--- src/rtl/fifo_wr_arbiter.sv ---
// Round-robin, packet-locked arbiter sharing one FIFO write port among
// NUM_REQ requesters in the write clock domain. Once a requester wins, it
// keeps the port until its last beat is accepted, so packets never
// interleave in the FIFO. Per-requester packet counters and a saturating
// full-stall counter are provided for debug.
module fifo_wr_arbiter #(
  parameter int DATA_WIDTH = 8,
  parameter int NUM_REQ    = 4,
  parameter int CNT_WIDTH  = 16,
  localparam int GW        = (NUM_REQ > 1) ? $clog2(NUM_REQ) : 1
) (
  input  logic                          clk,
  input  logic                          rst_n,
  input  logic [NUM_REQ-1:0]            req_valid,
  input  logic [NUM_REQ*DATA_WIDTH-1:0] req_data,
  input  logic [NUM_REQ-1:0]            req_last,
  output logic [NUM_REQ-1:0]            req_ready,
  input  logic                          fifo_full,
  output logic                          fifo_wr_en,
  output logic [DATA_WIDTH-1:0]         fifo_wr_data,
  output logic [GW-1:0]                 grant_id,
  output logic                          busy,
  output logic [NUM_REQ*CNT_WIDTH-1:0]  pkt_count,
  output logic [CNT_WIDTH-1:0]          stall_count
);

  typedef enum logic {
    IDLE  = 1'b0,
    BURST = 1'b1
  } state_e;

  state_e                  state_q;
  logic                    busy_q;
  logic [GW-1:0]           grant_q;
  logic [GW-1:0]           rr_ptr_q;
  logic [CNT_WIDTH-1:0]    pkt_cnt_q [NUM_REQ];
  logic [CNT_WIDTH-1:0]    stall_q;

  logic [DATA_WIDTH-1:0]   data_arr [NUM_REQ];
  logic [2*NUM_REQ-1:0]    rot_valid;
  logic                    win_found;
  int                      win_sum;
  logic [GW-1:0]           win_idx;
  logic                    in_burst;
  logic                    own_valid;
  logic                    last_acc;
  logic [GW-1:0]           next_ptr;

  // Increment that sticks at all-ones instead of wrapping.
  function automatic logic [CNT_WIDTH-1:0] sat_inc(input logic [CNT_WIDTH-1:0] v);
    return (&v) ? v : v + CNT_WIDTH'(1);
  endfunction

  assign in_burst  = (state_q == BURST);
  assign own_valid = req_valid[grant_q];
  assign last_acc  = fifo_wr_en && req_last[grant_q];
  assign next_ptr  = (grant_q == GW'(NUM_REQ - 1)) ? '0 : grant_q + GW'(1);

  // Round-robin pick: rotate the valid vector so rr_ptr sits at bit 0, take
  // the lowest set bit, then map the offset back to an absolute index.
  always_comb begin
    rot_valid = {req_valid, req_valid} >> rr_ptr_q;
    win_found = 1'b0;
    win_sum   = 0;
    for (int k = NUM_REQ - 1; k >= 0; k--) begin
      if (rot_valid[k]) begin
        win_found = 1'b1;
        win_sum   = int'(rr_ptr_q) + k;
      end
    end
    if (win_sum >= NUM_REQ) begin
      win_sum = win_sum - NUM_REQ;
    end
    win_idx = GW'(win_sum);
  end

  // Only the owner sees ready; it follows fifo_full combinationally.
  always_comb begin
    req_ready = '0;
    if (in_burst) begin
      req_ready[grant_q] = !fifo_full;
    end
  end

  assign fifo_wr_en = in_burst && own_valid && !fifo_full;

  // Unpack the flat requester data bus so the owner's beat can be muxed.
  always_comb begin
    for (int i = 0; i < NUM_REQ; i++) begin
      data_arr[i] = req_data[i*DATA_WIDTH +: DATA_WIDTH];
    end
  end

  assign fifo_wr_data = data_arr[grant_q];

  // Pack the per-requester counters onto the flat debug bus.
  always_comb begin
    for (int i = 0; i < NUM_REQ; i++) begin
      pkt_count[i*CNT_WIDTH +: CNT_WIDTH] = pkt_cnt_q[i];
    end
  end

  assign grant_id    = grant_q;
  assign busy        = busy_q;
  assign stall_count = stall_q;

  // Arbitration FSM: grant in IDLE, hold the lock until the last beat.
  always_ff @(posedge clk or negedge rst_n) begin
    if (!rst_n) begin
      state_q  <= IDLE;
      busy_q   <= 1'b0;
      grant_q  <= '0;
      rr_ptr_q <= '0;
    end else begin
      case (state_q)
        IDLE: begin
          if (win_found) begin
            state_q <= BURST;
            busy_q  <= 1'b1;
            grant_q <= win_idx;
          end
        end
        BURST: begin
          if (last_acc) begin
            state_q  <= IDLE;
            busy_q   <= 1'b0;
            rr_ptr_q <= next_ptr;
          end
        end
        default: begin
          state_q <= IDLE;
          busy_q  <= 1'b0;
        end
      endcase
    end
  end

  // Debug counters: wrapping packet counts, saturating full-stall count.
  always_ff @(posedge clk or negedge rst_n) begin
    if (!rst_n) begin
      for (int i = 0; i < NUM_REQ; i++) begin
        pkt_cnt_q[i] <= '0;
      end
      stall_q <= '0;
    end else begin
      if (last_acc) begin
        pkt_cnt_q[grant_q] <= pkt_cnt_q[grant_q] + CNT_WIDTH'(1);
      end
      if (in_burst && own_valid && fifo_full) begin
        stall_q <= sat_inc(stall_q);
      end
    end
  end

endmodule

--- config.mk ---
export PLATFORM = sky130hd
export DESIGN_NAME = fifo_wr_arbiter
export DESIGN_NICKNAME = d
export VERILOG_FILES = /design/src/rtl/fifo_wr_arbiter.sv
export SDC_FILE = /design/constraint.sdc
export NUM_CORES = 1
export LEC_CHECK = 0
export CAP_MARGIN = 20
export CORE_MARGIN = 4
export CORE_UTILIZATION = 40
export CTS_BUF_LIST = sky130_fd_sc_hd__clkbuf_16
export DETAILED_ROUTE_END_ITERATION = 12
export PLACE_DENSITY = 0.82
export SETUP_SLACK_MARGIN = 0.4
export SLEW_MARGIN = 20
export SYNTH_ARGS = -nofsm -noshare
export SYNTH_HDL_FRONTEND = slang
export SYNTH_SLANG_ARGS = --single-unit
--- constraint.sdc ---
create_clock -name clk -period 2.8 [get_ports clk]
set_input_delay 0.42 -clock clk [delete_from_list [all_inputs] [get_ports clk]]
set_output_delay 0.42 -clock clk [all_outputs]
set_load 0.05 [all_outputs]
==> summary.md, run 1 <==
| Metric | Value |
|---|---|
| Result of the run | finished, final reports clean |
| Number of vias in the routed layout | 3562 |
| Count of hold-fix buffers inserted at cts | 0 |
| Critical Path Fanout Max | 10 |
| Share of the synthesized area in the top cell type | 48.6% |
| Clk sink count | 86 |
| Post-Syn Instances | 369 |
| Worst IR Drop VDD | 0.649 mV |
| Post-synth top cells | 86 x dfrtp_1, 65 x nand2_1, 33 x o21ai_0 |
| Routability-driven placement congestion ratio | 0.823 |
| Placed Instance Area | 5930 um2 |
| Root Buffer | clkbuf_16 |
| Post-Synth XOR/XNOR Area | 5.54% |
| Combined global-route utilization of all metal layers | 18.4% |
| Final instance count without filler cells | 663 |
| Insertion delay of the later-clocked pin in the worst-skew pair | 0.34 ns |
| Post-Syn Nets | 418 |
| Mapped cell area | 4430 um2 |
| Register clock-pin slew on the reported worst setup and hold paths | 0.06 ns |
| Height of the chip | 113 um |
| Post-detailed-route via-to-cell ratio | 5.37 |
| Most used standard cell by instance count after synthesis | dfrtp_1 |
| Maximum level of the CTS H-tree | 3 |
| Worst Path Class, Setup | reg -> out |
| Clock tree from TritonCTS | yes |
| Normalized max-slew margin | 55.4% |
| Slowest cell on the critical path | mux4_2 |
| Final total power | 4.86 mW |
| Antenna diode count | 0 |
| Number of remaining DRC errors | 0 |
| Share of cells above drive strength 1 | 18.9% |
| Placed Instances | 642 |
| Critical path, cell by cell | buf_4, mux4_2, and2_2, buf_4 |
| Via count of the first global-routing pass | 3622 |
| Multiplexer share of the synthesized area | 18.0% |
| Post-synth EDFFs | 0 |
| Top-level port count | 139 |
| Count of warnings emitted by yosys | 0 |
| Most used flip-flop cell after synthesis | dfrtp_1 |
| Max Cap Viol | 0 |
| Minimum hold slack | 0.118 ns |
| Post-placement setup slack | 0.257 ns |
| Data required time of the critical path | 2.38 ns |
| Die outline width | 113 um |
| Clock buffers created by TritonCTS | 9 |
| Effective utilization at floorplan | 40.8% |
| Starting DRT DRC Count | 203 |
| Number of unique standard cell types used by synthesis | 46 |
| First-pass GRT wire length | 18.7 mm |
| Area of all placed cells without fillers | 6310 um2 |
| Critical path's largest stage delay | 0.54 ns |
| Total power density per cell area | 770 nW/um2 |
| Global route total overflow | 0 |
| Number of nets in the final layout | 567 |
| Share of flip-flops with an asynchronous set or reset | 100% |
| Final-report hold violation count | 0 |
| Total of fill cells in the finished design | 931 |
| Dominant combinational cell family by area after synthesis | multiplexers |
| Final antenna-violating net count | 0 |
| Minimum period implied by the final worst setup slack | 2.37 ns |
| Worst clock skew | 0.00898 ns |
| Number of iterations in the first detailed-routing pass | 4 |
| Pin slew with the least headroom to its limit | 0.670 ns |
| Number of input and output port buffers inserted | 138 |
| Worst setup EP type | output pin |
| Fraction of the mapped netlist area in adder cells | 1.70% |
| Cell types with the largest area share after synthesis | dfrtp_1 49%, mux4_2 11%, nand2_1 5.5% |
| Routed WL | 11.8 mm |
| Area growth from synthesis to final layout | 42.6% |
| Floorplan core area | 10800 um2 |
| Largest net degree at the start of global routing | 54 |
| Final setup fails | 0 |
| HP Class | in -> async |
| Cell seen most often among critical-path stages | buf_4 |
| Synthesized area per cell | 12.0 um2 |
| Smallest setup slack after layout | 0.430 ns |
| Core utilization of the finished layout | 58.2% |
| Initial antenna violation count | 0 |
| Worst R2R Path Depth | 7 |
| Leakage dissipation | 2.66 nW |
| Arrival time of data at the critical path endpoint | 1.95 ns |
| Final sum of negative setup slack | 0 ns |
| Fmax achieved | 422 MHz |
| Register bit count reported by yosys | 86 |
| Compound-Gate Fraction of Synth Area | 7.89% |
| Synth area leader | dfrtp_1 |
| Setup crit start kind | flip-flop |
| Wire length per cell | 17.8 um |
| Hpwl dp | 8.83 mm |
| Clk buf depth | 2 |
| Placement Rows | 38 |
| Slew Limit Fails | 0 |
| Final worst-path cycle share | 84.6% |
| Die area | 12800 um2 |
| Portion of the post-synthesis area used by sequential elements | 48.6% |
| Simple-Gate Fraction of Synth Area | 15.3% |
| Unrepaired setup endpoints after global routing | yes |
==> final timing paths <==
check / start / end / slack [ns]
min reg2reg: busy / busy / 0.49
min in group clk: busy / busy / 0.49
max in group asynchronous: rst_n / stall_count[3] / 1.98
max: grant_id[0] / fifo_wr_en / 0.43
max reg2reg: grant_id[0] / pkt_count[56] / 0.48
min: rst_n / pkt_count[30] / 0.12
==> placed cells by master, fill, tap and decap left out, drive strengths merged, types with 9 or more instances in the layout <==
| cell type | n |
|---|---|
| mux2 | 16 |
| clkdlybuf4s50 | 122 |
| inv | 9 |
| xnor2 | 20 |
| nand2 | 69 |
| dfrtp | 86 |
| clkbuf | 9 |
| buf | 29 |
| mux4 | 26 |
| o21ai | 53 |
| nand3 | 13 |
==> per-layer routing <==
metal	vias up	routed length [um]	global-route usage (%)
li1	1637	-	-
met5	-	0	0
met3	17	859	5.45
met4	0	237	5.93
met2	134	5920	30.7
met1	1774	4810	23.1
==> final cells by class <==
| type | instances | area [um2] | area share [%] |
|---|---|---|---|
| inverter | 5 | 18.8 | 0.297 |
| clock inverter | 7 | 62.6 | 0.991 |
| timing repair buffer | 153 | 1490 | 23.5 |
| multi-input combinational | 263 | 2190 | 34.7 |
| tap | 140 | 175 | 2.78 |
| sequential | 86 | 2160 | 34.2 |
| clock buffer | 9 | 225 | 3.57 |
==> sequential cells by signal, summed over array words and instances, names as in the netlist <==
| register | cells |
|---|---|
| busy | 1 |
| pkt_count | 64 |
| in_burst | 1 |
| stall_count | 16 |
| rr_ptr_q | 2 |
| grant_id | 2 |
==> power by group <==
group / internal [mW] / leakage, nW / switching, mW / total (mW)
clock: 0.621 / 0.138 / 0.533 / 1.15
combinational: 0.821 / 1.35 / 1.30 / 2.12
sequential: 1.38 / 1.17 / 0.201 / 1.58
total: 2.83 / 2.66 / 2.03 / 4.86
==> repair_timing <==
item / in CTS / in global routing
pin swaps: 0 / 2
hold endpoints to repair: 0 / 0
resized for setup: 4 / 7
endpoints found under the setup margin: 31 / 35
buffers inserted: 3 / 2
==> worst max-delay path, delay by kind of cell, from the launching register on <==
kind | cells | cell delay (ns)
buffers and inverters | 2 | 0.34
flip-flops | 1 | 0.53
multiplexers | 1 | 0.54
AND/OR/NAND/NOR | 1 | 0.21
==> kinds of logic (layout without fill, tap and decap cells) <==
kind of cell / count (synthesis) / in the layout
simple gates: 122 / 122
flops: 86 / 86
compound gates: 64 / 64
mux: 43 / 43
xor+xnor: 28 / 28
buf+inv: 20 / 174
fa+ha+maj: 6 / 6
(Power assumes the default switching activity.)
==> inputs of run 2 (changes only) <==
--- a/config.mk
+++ b/config.mk
@@ -10,7 +10,7 @@
 export CORE_UTILIZATION = 40
 export CTS_BUF_LIST = sky130_fd_sc_hd__clkbuf_16
 export DETAILED_ROUTE_END_ITERATION = 12
-export PLACE_DENSITY = 0.82
+export PLACE_DENSITY = 0.85
 export SETUP_SLACK_MARGIN = 0.4
 export SLEW_MARGIN = 20
 export SYNTH_ARGS = -nofsm -noshare
==> constraint.sdc (replaced) <==
create_clock -name clk -period 2 [get_ports clk]
set_input_delay 0.3 -clock clk [delete_from_list [all_inputs] [get_ports clk]]
set_output_delay 0.3 -clock clk [all_outputs]
set_load 0.05 [all_outputs]
==> run 2 against run 1 <==
- the flow now finishes with violations (setup timing)
- setup slack worse by 0.79 ns
- core utilization grew 11 points
- register-to-register slack got worse by 0.84 ns
- sequential power is 42% higher
- via count rose by 19%
- sequential share of layout area shrank 5.4 points
- combinational power increased by 100%
- non-clock buffer count rose by 67
- critical endpoint is now pkt_count[41]
==> summary.md, run 2 (synthesis gave the netlist of run 1 again) <==
| Metric | Value |
|---|---|
| Result of the run | complete, but fails checks |
| Failing checks | setup timing |
| Critical Path Fanout Max | 5 |
| Smallest setup slack after layout | -0.361 ns |
| Cell family contributing the most delay on the critical path | multiplexers |
| Worst setup EP type | flip-flop |
| Minimum period implied by the final worst setup slack | 2.36 ns |
| HP Class | reg -> reg |
| Clock buffers created by TritonCTS | 9 |
| Effective utilization at floorplan | 40.8% |
| Critical path, cell by cell | buf_12, mux4_2, nand4_4, buf_6, buf_6, nor3_4, xnor2_1, buf_4, o21ai_1 |
| Share of cells above drive strength 1 | 45.7% |
| Pin slew with the least headroom to its limit | 0.548 ns |
| Routability-driven placement congestion ratio | 0.804 |
| Die outline width | 113 um |
| Number of buffers and inverters on the critical path | 4 |
| Most frequent standard cell in the layout excluding fill and tap cells | dfrtp_1 |
| Starting DRT DRC Count | 389 |
| First-pass GRT wire length | 24.5 mm |
| Number of iterations in the first detailed-routing pass | 4 |
| Leakage dissipation | 3.48 nW |
| Slowest cell on the critical path | mux4_2 |
| Hpwl dp | 9.68 mm |
| Number of nets in the final layout | 635 |
| Post-detailed-route via-to-cell ratio | 5.79 |
| Initial antenna violation count | 0 |
| Global route total overflow | 0 |
| Antenna diode count | 0 |
| Height of the chip | 113 um |
| Flip-flop count of the largest register, all copies and words added | 64 |
| Fmax achieved | 423 MHz |
| Final worst-path cycle share | 118% |
| Clk buf depth | 2 |
| Placement Rows | 38 |
| Most frequent cells in the layout | 73 x dfrtp_1, 55 x buf_4, 51 x nand2_1 |
| Routed WL | 16.9 mm |
| Final sum of negative setup slack | -16.64 ns |
| Final setup fails | 92 |
| Final-report hold violation count | 0 |
| Worst Path Class, Setup | reg -> reg |
| Register clock-pin slew on the reported worst setup and hold paths | 0.07 ns |
| Worst clock skew | 0.0121 ns |
| Root Buffer | clkbuf_16 |
| Area growth from synthesis to final layout | 70.4% |
| Setup crit start kind | flip-flop |
| Wire length per cell | 23.2 um |
| Combined global-route utilization of all metal layers | 24.5% |
| Total power density per cell area | 1080 nW/um2 |
| Placed Instances | 680 |
| Final antenna-violating net count | 0 |
| Max Cap Viol | 0 |
| Slew Limit Fails | 0 |
| Die area | 12800 um2 |
| Clock tree from TritonCTS | yes |
| Critical path's largest stage delay | 0.62 ns |
| Arrival time of data at the critical path endpoint | 2.58 ns |
| Data required time of the critical path | 2.22 ns |
| Via count of the first global-routing pass | 4443 |
| Worst IR Drop VDD | 0.897 mV |
| Clk sink count | 86 |
| Floorplan core area | 10800 um2 |
| Top-level port count | 139 |
| Final instance count without filler cells | 731 |
| Unrepaired setup endpoints after global routing | yes |
| Total of fill cells in the finished design | 671 |
| Normalized max-slew margin | 63.6% |
| Insertion delay of the later-clocked pin in the worst-skew pair | 0.35 ns |
| Maximum level of the CTS H-tree | 3 |
| Largest net degree at the start of global routing | 40 |
| Number of remaining DRC errors | 0 |
| Number of input and output port buffers inserted | 138 |
| Number of vias in the routed layout | 4230 |
| Minimum hold slack | 0.474 ns |
| Cell seen most often among critical-path stages | buf_6 |
## run 2: path summary, 6_finish.rpt
path,startpoint,endpoint,slack (ns),depth (start not counted)
max in group asynchronous,rst_n,pkt_count[57],0.77,3
worst max-delay path,grant_id[0],pkt_count[41],-0.36,9
worst max register to register,grant_id[0],pkt_count[41],-0.36,9
worst min register to register,stall_count[10],stall_count[10],0.47,1
min in group asynchronous,rst_n,pkt_count[33],0.49,2
worst min-delay path,stall_count[10],stall_count[10],0.47,1
## run 2: repair_timing
| action | in CTS | in global routing |
|---|---|---|
| hold buffers | 1 | 0 |
| endpoints found under the setup margin | 178 | 143 |
| endpoints found under the hold margin | 37 | 0 |
| gates cloned | 4 | 2 |
| setup buffers | 21 | 7 |
| gates resized for setup | 193 | 109 |
| pin swaps | 33 | 22 |
## run 2: metal layers
| layer | vias up | share of wire, % | track usage [%] |
|---|---|---|---|
| met2 | 255 | 50 | 41.8 |
| met5 | - | 0 | 0 |
| met1 | 2135 | 38 | 29.4 |
| met4 | 0 | 4.0 | 10.6 |
| li1 | 1775 | - | - |
| met3 | 65 | 7.9 | 6.20 |
## run 2: area by class of cell
cell class / instances / area [um2] / area share [%]
well taps: 140 / 175 / 2.32
repair buffers: 220 / 2190 / 29.0
inverters: 5 / 28.8 / 0.382
flip-flops and latches: 86 / 2170 / 28.7
clock inverters: 7 / 66.3 / 0.879
clock buffers: 9 / 225 / 2.99
multi-input cells: 264 / 2690 / 35.7
## run 2: metrics by stage
| stage | setup slack, ns | power, mW | area (um2) | utilization (%) |
|---|---|---|---|---|
| 2_1_floorplan | -0.212 | 4.55 | 4650 | - |
| 3_3_place_gp | -0.205 | 5.56 | 6450 | 59.5 |
| 3_5_place_dp | -0.240 | 5.64 | 6450 | 59.5 |
| 4_1_cts | -0.200 | 7.74 | 7300 | 67.4 |
| 5_1_grt | -0.394 | 8.44 | 7540 | 69.6 |
| 6_report | -0.361 | 8.17 | 7540 | 69.6 |
## run 2: where the power goes
part | internal [mW] | switching, mW | leakage [nW]
Combinational | 1.85 | 2.41 | 2.18
Sequential | 1.94 | 0.301 | 1.15
Clock | 0.959 | 0.711 | 0.140
Total | 4.75 | 3.42 | 3.48
==> inputs of run 3 (changes only) <==
--- a/config.mk
+++ b/config.mk
@@ -10,7 +10,7 @@
 export CORE_UTILIZATION = 40
 export CTS_BUF_LIST = sky130_fd_sc_hd__clkbuf_16
 export DETAILED_ROUTE_END_ITERATION = 12
-export PLACE_DENSITY = 0.85
+export PLACE_DENSITY = 0.82
 export SETUP_SLACK_MARGIN = 0.4
 export SLEW_MARGIN = 20
 export SYNTH_ARGS = -nofsm -noshare
==> constraint.sdc (replaced) <==
create_clock -name clk -period 2.6 [get_ports clk]
set_input_delay 0.39 -clock clk [delete_from_list [all_inputs] [get_ports clk]]
set_output_delay 0.39 -clock clk [all_outputs]
set_load 0.05 [all_outputs]
==> run 3 against run 2 <==
- the flow now finishes without violations
- register-to-register slack gained 0.68 ns
- via count shrank 12%
- critical path depth shrank 2
- combinational power shrank 37%
- fmax grew 3.4%
- clock skew shrank 0.0040 ns
- non-clock buffer count shrank 45
- critical path type unchanged
==> summary.md, run 3 (synthesis gave the netlist of run 1 again) <==
| Metric | Value |
|---|---|
| Routed WL | 13.3 mm |
| Worst R2R Path Depth | 7 |
| Flip-flop count of the largest register, all copies and words added | 64 |
| Final setup fails | 0 |
| Worst clock skew | 0.00816 ns |
| Placed Instance Area | 6000 um2 |
| Clk buf depth | 2 |
| Hpwl dp | 9.01 mm |
| Via count of the first global-routing pass | 3997 |
| Slew Limit Fails | 0 |
| Placed Instances | 646 |
| Final antenna-violating net count | 0 |
| Floorplan core area | 10800 um2 |
| Final total power | 5.65 mW |
| Number of vias in the routed layout | 3719 |
| Global route total overflow | 0 |
| Maximum level of the CTS H-tree | 3 |
| Count of hold-fix buffers inserted at cts | 0 |
| Share of cells above drive strength 1 | 28.4% |
| Max Cap Viol | 0 |
| Number of nets in the final layout | 590 |
| Minimum period implied by the final worst setup slack | 2.28 ns |
| Final-report hold violation count | 0 |
| Leakage dissipation | 2.90 nW |
| Final instance count without filler cells | 686 |
| Smallest setup slack after layout | 0.317 ns |
| Die area | 12800 um2 |
| Most frequent standard cell in the layout excluding fill and tap cells | clkdlybuf4s50_1 |
| Worst setup EP type | flip-flop |
| Arrival time of data at the critical path endpoint | 2.51 ns |
| Data required time of the critical path | 2.82 ns |
| Area growth from synthesis to final layout | 54.4% |
| Area of all placed cells without fillers | 6830 um2 |
| Total power density per cell area | 826 nW/um2 |
| Number of input and output port buffers inserted | 138 |
| Height of the chip | 113 um |
| Effective utilization at floorplan | 40.8% |
| HP Class | in -> async |
| Number of iterations in the first detailed-routing pass | 4 |
| Combined global-route utilization of all metal layers | 20.3% |
| Worst IR Drop VDD | 0.611 mV |
| Post-detailed-route via-to-cell ratio | 5.42 |
| Critical Path Fanout Max | 5 |
| Insertion delay of the later-clocked pin in the worst-skew pair | 0.34 ns |
| Starting DRT DRC Count | 380 |
| Unrepaired setup endpoints after global routing | yes |
| Die outline width | 113 um |
| First-pass GRT wire length | 20.6 mm |
| Worst Path Class, Setup | reg -> reg |
| Top-level port count | 139 |
| Final worst-path cycle share | 87.8% |
| Routability-driven placement congestion ratio | 0.839 |
| Wire length per cell | 19.3 um |
| Placement Rows | 38 |
| Register clock-pin slew on the reported worst setup and hold paths | 0.07 ns |
| Final sum of negative setup slack | 0 ns |
| Setup crit start kind | flip-flop |
| Largest net degree at the start of global routing | 50 |
| Fmax achieved | 438 MHz |
| Number of remaining DRC errors | 0 |
| Post-placement setup slack | 0.225 ns |
| Clock buffers created by TritonCTS | 9 |
| Pin slew with the least headroom to its limit | 0.644 ns |
| Most frequent cells in the layout | 122 x clkdlybuf4s50_1, 84 x dfrtp_1, 65 x nand2_1 |
| Root Buffer | clkbuf_16 |
| Result of the run | finished, final reports clean |
| Antenna diode count | 0 |
| Normalized max-slew margin | 57.1% |
| Clock tree from TritonCTS | yes |
| Initial antenna violation count | 0 |
| Clk sink count | 86 |
run 3: stage by stage:
stage               utilization, %  hold slack, ns
floorplan                        -          0.0944
global placement              55.4           0.439
detailed placement            55.4           0.450
CTS                           61.0          0.0796
global route                  63.0           0.116
finish                        63.0          0.0682
run 3: cell type report:
cell class / instances / area (um2)
multi-input cells: 264 / 2410
repair buffers: 175 / 1770
fillers: 812 / 4010
inverters: 5 / 22.5
clock buffers: 9 / 225
flip-flops and latches: 86 / 2160
well taps: 140 / 175
clock inverters: 7 / 73.8
run 3: worst max-delay path, cell delays in order (launching register included):
cell and delay (ns):
dfrtp_2 0.46, buf_12 0.15, buf_16 0.13, mux4_2 0.39, nand4_4 0.19, nor4_4 0.38, xor2_2 0.17, mux2_4 0.30
run 3: repair_timing:
action | CTS | global route
setup endpoints to repair | 21 | 72
resized for setup | 22 | 36
pin swaps | 8 | 11
setup buffers | 14 | 7
cloned | 3 | 0
run 3: path summary, 6_finish.rpt:
check,slack (ns),from,endpoint
max,0.32,grant_id[0],pkt_count[63]
min,0.07,rst_n,grant_id[1]
max reg2reg,0.32,grant_id[0],pkt_count[63]
min reg2reg,0.49,stall_count[10],stall_count[10]
max in group asynchronous,1.90,rst_n,pkt_count[3]
min in group clk,0.49,stall_count[10],stall_count[10]
run 3: routing by layer:
| layer | GRT usage [%] | part of all wire (%) |
|---|---|---|
| met1 | 24.0 | 38 |
| met2 | 34.9 | 52 |
| met3 | 5.67 | 7.0 |
| met4 | 8.57 | 3.0 |
| met5 | 0 | 0 |
run 3: power breakdown:
group          internal (mW)  switching [mW]  total [mW]
Clock                  0.748           0.547        1.29
Combinational           1.14            1.54        2.68
Sequential              1.49           0.184        1.67
Total                   3.37            2.27        5.65
